## config.mk

```make
export PLATFORM = sky130hd
export DESIGN_NAME = sd_init_seq
export DESIGN_NICKNAME = d
export VERILOG_FILES = /design/src/rtl/sd_init_seq.sv
export SDC_FILE = /design/constraint.sdc
export NUM_CORES = 1
export LEC_CHECK = 0
export BUFFER_PORTS_ARGS = -buffer_cell sky130_fd_sc_hd__buf_2
export CORE_MARGIN = 2
export CORE_UTILIZATION = 40
export DETAILED_ROUTE_END_ITERATION = 10
export PLACE_DENSITY_LB_ADDON = 0.12
export SLEW_MARGIN = 10
export SYNTH_ARGS = -nofsm -noshare
export SYNTH_HDL_FRONTEND = slang
export SYNTH_SLANG_ARGS = --single-unit
export TNS_END_PERCENT = 1
```

## constraint.sdc

```tcl
create_clock -name iclk -period 2.05 [get_ports iclk]
set_input_delay 0.41 -clock iclk [delete_from_list [all_inputs] [get_ports iclk]]
set_output_delay 0.41 -clock iclk [all_outputs]
set_load 0.01 [all_outputs]
```

## src/rtl/sd_init_seq.sv

```systemverilog
// SD card initialisation sequencer: walks the identification/setup command
// chain through the CMD line driver, checks each response and reports the
// card address, capacity class and ready/error status.
module sd_init_seq #(
  parameter logic [15:0] RESP_TIMEOUT = 16'd2048,
  parameter logic [3:0]  ACK_TIMEOUT  = 4'd8,
  parameter logic [15:0] ACMD41_TRIES = 16'd1000
) (
  input  logic        iclk,
  input  logic        irst,
  input  logic        istart,
  output logic        ocmd_start,
  output logic [5:0]  ocmd_index,
  output logic [31:0] ocmd_arg,
  output logic        ocmd_rst,
  input  logic [31:0] iresp,
  input  logic        idone,
  output logic        ordy,
  output logic        oerr,
  output logic [2:0]  oerr_code,
  output logic [15:0] orca,
  output logic        ohcs
);

  typedef enum logic [2:0] {
    IDLE, ISSUE, WAIT_ACK, WAIT_DONE, CHECK, ABORT, READY, ERROR
  } state_t;

  typedef enum logic [3:0] {
    S0, S1, S2, S3, S4, S5, S6, S7, S8
  } step_t;

  localparam logic [2:0] ERR_ACK   = 3'd1;
  localparam logic [2:0] ERR_RESP  = 3'd2;
  localparam logic [2:0] ERR_CMD8  = 3'd3;
  localparam logic [2:0] ERR_TRIES = 3'd4;

  // Timers are compared against the last allowed count so that a wait state
  // lasts exactly the configured number of clocks before giving up.
  localparam logic [15:0] ACK_LAST   = {12'd0, ACK_TIMEOUT} - 16'd1;
  localparam logic [15:0] RESP_LAST  = RESP_TIMEOUT - 16'd1;
  localparam logic [15:0] TRIES_LAST = ACMD41_TRIES - 16'd1;

  state_t      state;
  step_t       step;
  logic [15:0] timer;
  logic [15:0] timer_inc;
  logic [15:0] tries;
  logic        istart_q;
  logic        start_rise;
  logic [5:0]  step_index;
  logic [31:0] step_arg;
  logic        unused_resp;

  assign start_rise  = istart & ~istart_q;
  assign timer_inc   = (timer == '1) ? timer : timer + 16'd1;
  // Response bits 15:12 carry nothing this sequencer interprets.
  assign unused_resp = ^iresp[15:12];

  // Command table: index and argument for the current step.
  always_comb begin
    step_index = 6'd0;
    step_arg   = '0;
    case (step)
      S0: begin step_index = 6'd0;  step_arg = '0;             end
      S1: begin step_index = 6'd8;  step_arg = 32'h0000_01AA;  end
      S2: begin step_index = 6'd55; step_arg = '0;             end
      S3: begin step_index = 6'd41; step_arg = 32'h40FF_8000;  end
      S4: begin step_index = 6'd2;  step_arg = '0;             end
      S5: begin step_index = 6'd3;  step_arg = '0;             end
      S6: begin step_index = 6'd7;  step_arg = {orca, 16'h0};  end
      S7: begin step_index = 6'd55; step_arg = {orca, 16'h0};  end
      S8: begin step_index = 6'd6;  step_arg = 32'h0000_0002;  end
      default: begin step_index = 6'd0; step_arg = '0;         end
    endcase
  end

  // Sequencer FSM with registered driver-side and status outputs.
  always_ff @(posedge iclk) begin
    istart_q <= istart;
    if (irst) begin
      state      <= IDLE;
      step       <= S0;
      tries      <= '0;
      timer      <= '0;
      ocmd_start <= 1'b0;
      ocmd_index <= '0;
      ocmd_arg   <= '0;
      ocmd_rst   <= 1'b0;
      ordy       <= 1'b0;
      oerr       <= 1'b0;
      oerr_code  <= '0;
      orca       <= '0;
      ohcs       <= 1'b0;
    end else begin
      ocmd_rst <= 1'b0;
      case (state)
        IDLE, READY, ERROR: begin
          if (start_rise) begin
            step      <= S0;
            tries     <= '0;
            timer     <= '0;
            ordy      <= 1'b0;
            oerr      <= 1'b0;
            oerr_code <= '0;
            state     <= ISSUE;
          end
        end

        ISSUE: begin
          ocmd_index <= step_index;
          ocmd_arg   <= step_arg;
          ocmd_start <= 1'b1;
          timer      <= '0;
          state      <= WAIT_ACK;
        end

        WAIT_ACK: begin
          if (!idone) begin
            ocmd_start <= 1'b0;
            timer      <= '0;
            state      <= WAIT_DONE;
          end else if (timer >= ACK_LAST) begin
            ocmd_start <= 1'b0;
            oerr       <= 1'b1;
            oerr_code  <= ERR_ACK;
            timer      <= '0;
            state      <= ERROR;
          end else begin
            timer <= timer_inc;
          end
        end

        WAIT_DONE: begin
          if (idone) begin
            timer <= '0;
            state <= CHECK;
          end else if (timer >= RESP_LAST) begin
            ocmd_rst <= 1'b1;
            timer    <= '0;
            state    <= ABORT;
          end else begin
            timer <= timer_inc;
          end
        end

        ABORT: begin
          timer <= '0;
          // CMD0 never answers, so its timeout is the normal way forward.
          if (step == S0) begin
            step  <= S1;
            state <= ISSUE;
          end else begin
            oerr      <= 1'b1;
            oerr_code <= ERR_RESP;
            state     <= ERROR;
          end
        end

        CHECK: begin
          timer <= '0;
          state <= ISSUE;
          case (step)
            S1: begin
              if (iresp[11:0] != 12'h1AA) begin
                oerr      <= 1'b1;
                oerr_code <= ERR_CMD8;
                state     <= ERROR;
              end else begin
                step <= S2;
              end
            end
            S3: begin
              if (iresp[31]) begin
                ohcs <= iresp[30];
                step <= S4;
              end else if (tries == TRIES_LAST) begin
                oerr      <= 1'b1;
                oerr_code <= ERR_TRIES;
                state     <= ERROR;
              end else begin
                tries <= tries + 16'd1;
                step  <= S2;
              end
            end
            S5: begin
              orca <= iresp[31:16];
              step <= S6;
            end
            S8: begin
              ordy  <= 1'b1;
              state <= READY;
            end
            default: step <= step_t'(step + 4'd1);
          endcase
        end

        default: state <= IDLE;
      endcase
    end
  end

endmodule
```

### Yosys cells after proc, flatten, opt, wreduce, memory -nomap -nowiden

Cells that the tools add are included.
W data, S select, Z words.

| cells by class | value |
|---|---|
| add/sub/neg operators | 3 |
| order comparisons | 2 |
| equal/unequal tests | 36 |
| multiplexer cells | 55 |
| bitwise logic cells | 3 |
| reduce and logical (&&, ||, !) cells | 19 |

Operators by type and width:

| operator | number |
|---|---|
| $mux W16 | 9 |
| $pmux W32 S4 | 1 |
| $pmux W16 S4 | 1 |
| $mux W3 | 16 |
| $pmux W6 S7 | 1 |
| $add A16 B1 Y16 const B | 2 |
| $pmux W16 S2 | 1 |
| $mux W4 | 5 |
| $ne A2 B2 Y1 const B | 9 |
| $ne A3 B3 Y1 const B | 6 |
| $pmux W3 S6 | 1 |
| $eq A16 B10 Y1 const B | 1 |
| $eq A16 B16 Y1 const B | 1 |
| $eq A4 B3 Y1 const B | 4 |
| $ge A16 B11 Y1 const B | 1 |
| $ge A16 B3 Y1 const B | 1 |
| $pmux W4 S4 | 1 |
| $eq A3 B3 Y1 const B | 4 |
| $ne A12 B9 Y1 const B | 1 |
| $pmux W3 S4 | 1 |
| $pmux W4 S3 | 1 |
| $mux W1 | 11 |
| $pmux W3 S3 | 1 |
| $reduce_and A3 Y1 | 3 |
| 25 further kinds | 35 |

| word-level totals | value |
|---|---|
| register bits after elaboration | 102 |
| bits of input ports | 36 |
| output and inout bits | 62 |

### Logic depth before layout (Yosys ltp)

| depth | value |
|---|---|
| depth in word-level cells | 5 |
| gate-level depth with buffers | 9 |

### Worst setup path after synthesis

Ideal clock, no wire load.

| path | value |
|---|---|
| path type | register to register |
| from | register tries[0] |
| to | register step[2] |
| setup time | 0.096 ns |
| data arrival time | 1.794 ns |
| setup slack | 0.161 ns |
| stages on the path, launching flop included | 8 |
| period minus slack after synthesis | 1.889 ns |
| cell sequence | dfxtp_1 -> ha_1 -> and3_1 -> nand4_2 -> nor3_1 -> o31a_2 -> or2_4 -> o41ai_2 |

| between the ends | value |
|---|---|
| longest elaborated chain between the ends | 3 |

Ends and longest elaborated chain:

| item | line | source |
|---|---|---|
| start, declared | 48 | `logic [15:0] tries;` |
| start signal, assigned | 182 | `tries <= tries + 16'd1;` |
| $eq A16 B10 Y1 | 177 | `end else if (tries == TRIES_LAST) begin` |
| $ne A4 B4 Y1 (no line) | n/a |  |
| $reduce_and A6 Y1 (no line) | n/a |  |
| end signal, assigned | 194 | `default: step <= step_t'(step + 4'd1);` |
| end, declared | 45 | `step_t step;` |

Every way passes these cells.
A chain may end at the register's enable or synchronous reset.

### Worst setup path in the final report

| path | value |
|---|---|
| from | register step[1] |
| to | register oerr_code[1] |

| between the ends | value |
|---|---|
| longest elaborated chain between the ends | 3 |
| elaborated cells on any way between the ends | 11 |
| classes of those cells | eq/ne: 7; mux: 2; reduce/logical: 2 |

Ends and longest elaborated chain:

| item | line | source |
|---|---|---|
| $eq A4 B2 Y1 (tied with other cells) | 163 | `case (step)` |
| $pmux W3 S2 (tied with other cells) | 163 |  |
| $pmux W3 S4 or $reduce_and A9 Y1 (tied branches) | n/a |  |
| end signal, assigned | 92 | `oerr_code <= '0;` |
| end signal, assigned | 105 | `oerr_code <= '0;` |
| end signal, assigned | 167 | `oerr_code <= ERR_CMD8;` |
| end, declared | 20 | `output logic [2:0] oerr_code,` |

Several ways; a longest one is shown, not always the timed one.

==> impl_results.md <==
- Num rows: 38
- Pin count of the biggest net entering global routing: between 40 and 50
- Vias in the first global route: between 3000 and 4000
- WHS Endpoint: istart_q$_DFF_P_
- DR WL/cell: ~15 µm
- GRT Total Usage: 19.58%
- Total global routing overflow: 0
- Largest area contributor in the netlist: dfxtp_1
- Mapped Avg Cell Area: between 8 and 9 µm²
- TNS Setup: 0 ps
- Critical-path cell list: inv_1, ha_1, or3b_4, nand4b_1, a21oi_4, a211o_1, nor3_1, a31o_1
- Sequential share of power: approximately 50%
- Worst IR Drop VDD: 432.5 µV
- Die Height: roughly 110 µm
- Die area: roughly 0.012 mm²
- Delay-heaviest family, CP: simple AND/OR/NAND/NOR gates
- Crit start category: flop
- Synth Area in Simple Gates: 27.29%
- Worst-path maximum fanout: 4
- TritonCTS clock tree: yes
- Syn Std Cell Area: 0.004397 mm²
- Hold Path Stages: 1
- Hold Crit Start: istart
- CP bufs+invs: 1
- Post-synthesis compound-gate area fraction: 17.50%
- Worst skew pair latency: ~380 ps
- CTS root buf: clkbuf_8
- Type of the tightest min-delay check: primary input to flop
- Initial Utilization: 40.74%
- Sw Pwr: between 0.9 and 1 mW
- Leak: approximately 2.2 nW
- DRC viols: 0
- Routability cong.: around 0.9
- Status: finished clean
- Power, Total: ~3.6 mW
- WL final: roughly 11000 µm
- Clk_skew: 8.412 ps
- Pins Over Slew Limit: 0
- Reg clk slew, reported paths: around 80 ps
- Combinational power share: 14.0%
- Crit path kind: flop to flop
- Number of max-cap violations: 0
- Synth Area in XOR/XNOR: 4.781%
- Post-synth ARST share: 0%
- Adder-Cell Fraction of Synth Area: under 10%
- Part of the Yosys area used for sequential elements: 40.52%
- Reg2reg path depth: 8
- P&R area growth vs syn: 22.11%
- # diodes: 0
- Number of I/O port buffers: 83
- Largest family of logic cells by synthesized area: simple AND/OR/NAND/NOR gates
- Area contributors post-synth: dfxtp_1, nor2_1, a21oi_1
- Fraction of the cycle the final worst path needs: a little over nine tenths
- Clock Sinks: 89
- Final HPWL from detailed placement: between 7000 and 8000 µm
- Post-CTS setup repair buffer count: 0
- Reg2reg setup slack: ~41 ps
- CTS Hold Buffers Added: 0
- Via density per instance: ~5.3
- Slowest cell on crit path: or3b_4
- Final min period: around 2000 ps
- Setup WS post-layout: around 41 ps
- Critical Path Max Stage Delay: 410 ps
- Crit path DAT: 2290 ps
- TritonRoute pass-1 iters: 4
- Layout cells sized above 1: just over 30%
- H-tree depth: 3
- Filler cells: ~1100
- Top Ports: between 90 and 100
- Yosys top cell area share: 40.52%
- First-pass GRT wire length: around 18000 µm
- Initial antenna violation count: 0
- Worst setup EP type: flop
- Core Footprint: roughly 0.011 mm²
- Finished Layout Cells: roughly 770
- Yosys cell types: 75
- TritonCTS Buffers: 9
- Switching part of the total: 26.65%
- Clock power share: between 30% and 40%
- Leading register cell type out of synthesis: dfxtp_1
- Routed via count: just over 4000
- Initial DRC count: 183
- Unrepaired setup endpoints after global routing: true
- Finish-stage setup viols: 0
- PwrDens: around 670 mW/mm²
- Fin area: ~0.0054 mm²
- Die width: roughly 110 µm
- Placed cell area: roughly 0.0051 mm²
- Worst r2r dst: oerr_code[1]$_SDFFE_PP0P_
- Internal power: approximately 2.6 mW
- Post-Synthesis Cells: 520
- RR Startpoint: step[1]$_SDFFE_PP0P_
- Final hold vios: 0
- Number of routed nets with antenna violations: 0
- Req. time, crit path: approximately 2300 ps
- CTS max path bufs: 2
- Yosys reg bits: 89
- Max Fclk: between 0.4 and 0.5 GHz
- Pre-CTS setup slack: -52.95 ps
- Post-layout nets: between 600 and 700
- Mux contribution to synthesized area: 0.9106%
- Yosys warns: 0
- Post-synth EDFFs: 0
- Dpl cells: around 750
synth_stat cells (all sizes together), types with 11 or more instances:
| library cell | n |
|---|---|
| dfxtp | 89 |
| and3 | 11 |
| nor2 | 72 |
| nand2 | 57 |
| xnor2 | 16 |
| a21oi | 44 |
| o21ai | 30 |
| clkbuf | 17 |
| nor3 | 23 |
| buf | 23 |
| nand3 | 19 |
| inv | 11 |
cells by family after synthesis:
family	count (synthesis)
AO/OA/AOI/OAI	119
multiplexers	4
other	1
buffers and inverters	51
AND/OR/NAND/NOR	224
XOR/XNOR	24
adder cells (fa/ha/maj)	8
flip-flops	89
repair_timing:
item | CTS | global route
pin swaps | 2 | 5
resized for setup | 5 | 14
setup endpoints to repair | 10 | 31
layout by cell type (no fill, tap or decap), types with 12 or more instances in the layout:
master / count
a21oi_1: 42
buf_2: 83
buf_4: 37
dfxtp_1: 87
nand3_1: 19
clkbuf_8: 12
o21ai_0: 25
nor3_1: 16
xnor2_1: 16
nand2_1: 55
nor2_1: 61
registers in the layout, indices dropped and copies added, names as in the netlist:
| register | flops |
|---|---|
| state | 3 |
| tries | 16 |
| ocmd_arg | 19 |
| step | 4 |
| ocmd_start | 1 |
| timer | 16 |
| ohcs | 1 |
| ordy | 1 |
| ocmd_rst | 1 |
| istart_q | 1 |
| oerr_code | 3 |
| oerr | 1 |
| orca | 16 |
| ocmd_index | 6 |
worst register-to-register path, cell delays in order (launching register included):
cell and delay [ps]:
dfxtp_2 350, inv_1 70, ha_1 160, or3b_4 410, nand4b_1 280, a21oi_4 260, a211o_1 150, nor3_1 50
a31o_1 180
layout make-up:
type | instances | area [µm²] | share of cell area [%]
clock buffers | 14 | 172.7 | 3.216
clock inverters | 2 | 35.03 | 0.6525
inverters | 11 | 41.29 | 0.7691
multi-input cells | 389 | 2427 | 45.21
flip-flops and latches | 89 | 1784 | 33.23
well taps | 140 | 175.2 | 3.263
repair buffers | 122 | 733.2 | 13.66
per-stage QoR:
step | hold slack (ps) | utilization, %
5_1_grt | 142.1 | 49.75
6_report | 151.2 | 49.75
2_1_floorplan | 437.7 | -
3_3_place_gp | 444.7 | 47.15
3_5_place_dp | 451.9 | 47.15
4_1_cts | 136.7 | 49.30
power by group through the flow:
stage	clock, mW	combinational, mW	sequential, mW
6_report	1.28	0.502	1.81
5_1_grt	1.40	0.554	1.82
4_1_cts	1.32	0.504	1.81
3_5_place_dp	0	0.494	1.85
3_3_place_gp	0	0.485	1.85
2_1_floorplan	0	0.295	1.87
how the worst max path moves through the flow:
stage                                startpoint                         to  slack [ps]  cells after the start
final                      step[1]$_SDFFE_PP0P_  oerr_code[1]$_SDFFE_PP0P_          40                      8
after global placement     step[1]$_SDFFE_PP0P_          oerr$_SDFFE_PP0P_         -50                      9
after global routing       step[1]$_SDFFE_PP0P_  oerr_code[1]$_SDFFE_PP0P_         -50                      8
after detailed placement   step[1]$_SDFFE_PP0P_  oerr_code[0]$_SDFFE_PP0P_         -50                      9
after CTS                 state[1]$_SDFFE_PP0P_       step[2]$_SDFFE_PP0P_           2                      7
after floorplan           tries[0]$_SDFFE_PP0P_       step[2]$_SDFFE_PP0P_         160                      7
routing by layer:
metal,GRT usage [%],wire length (µm),up-vias
met5,0,0,-
met4,8.516,217,0
met3,3.527,479,15
met2,30.36,5194,90
met1,26.61,5310,1901
li1,-,-,2022
(Power assumes the default switching activity.)
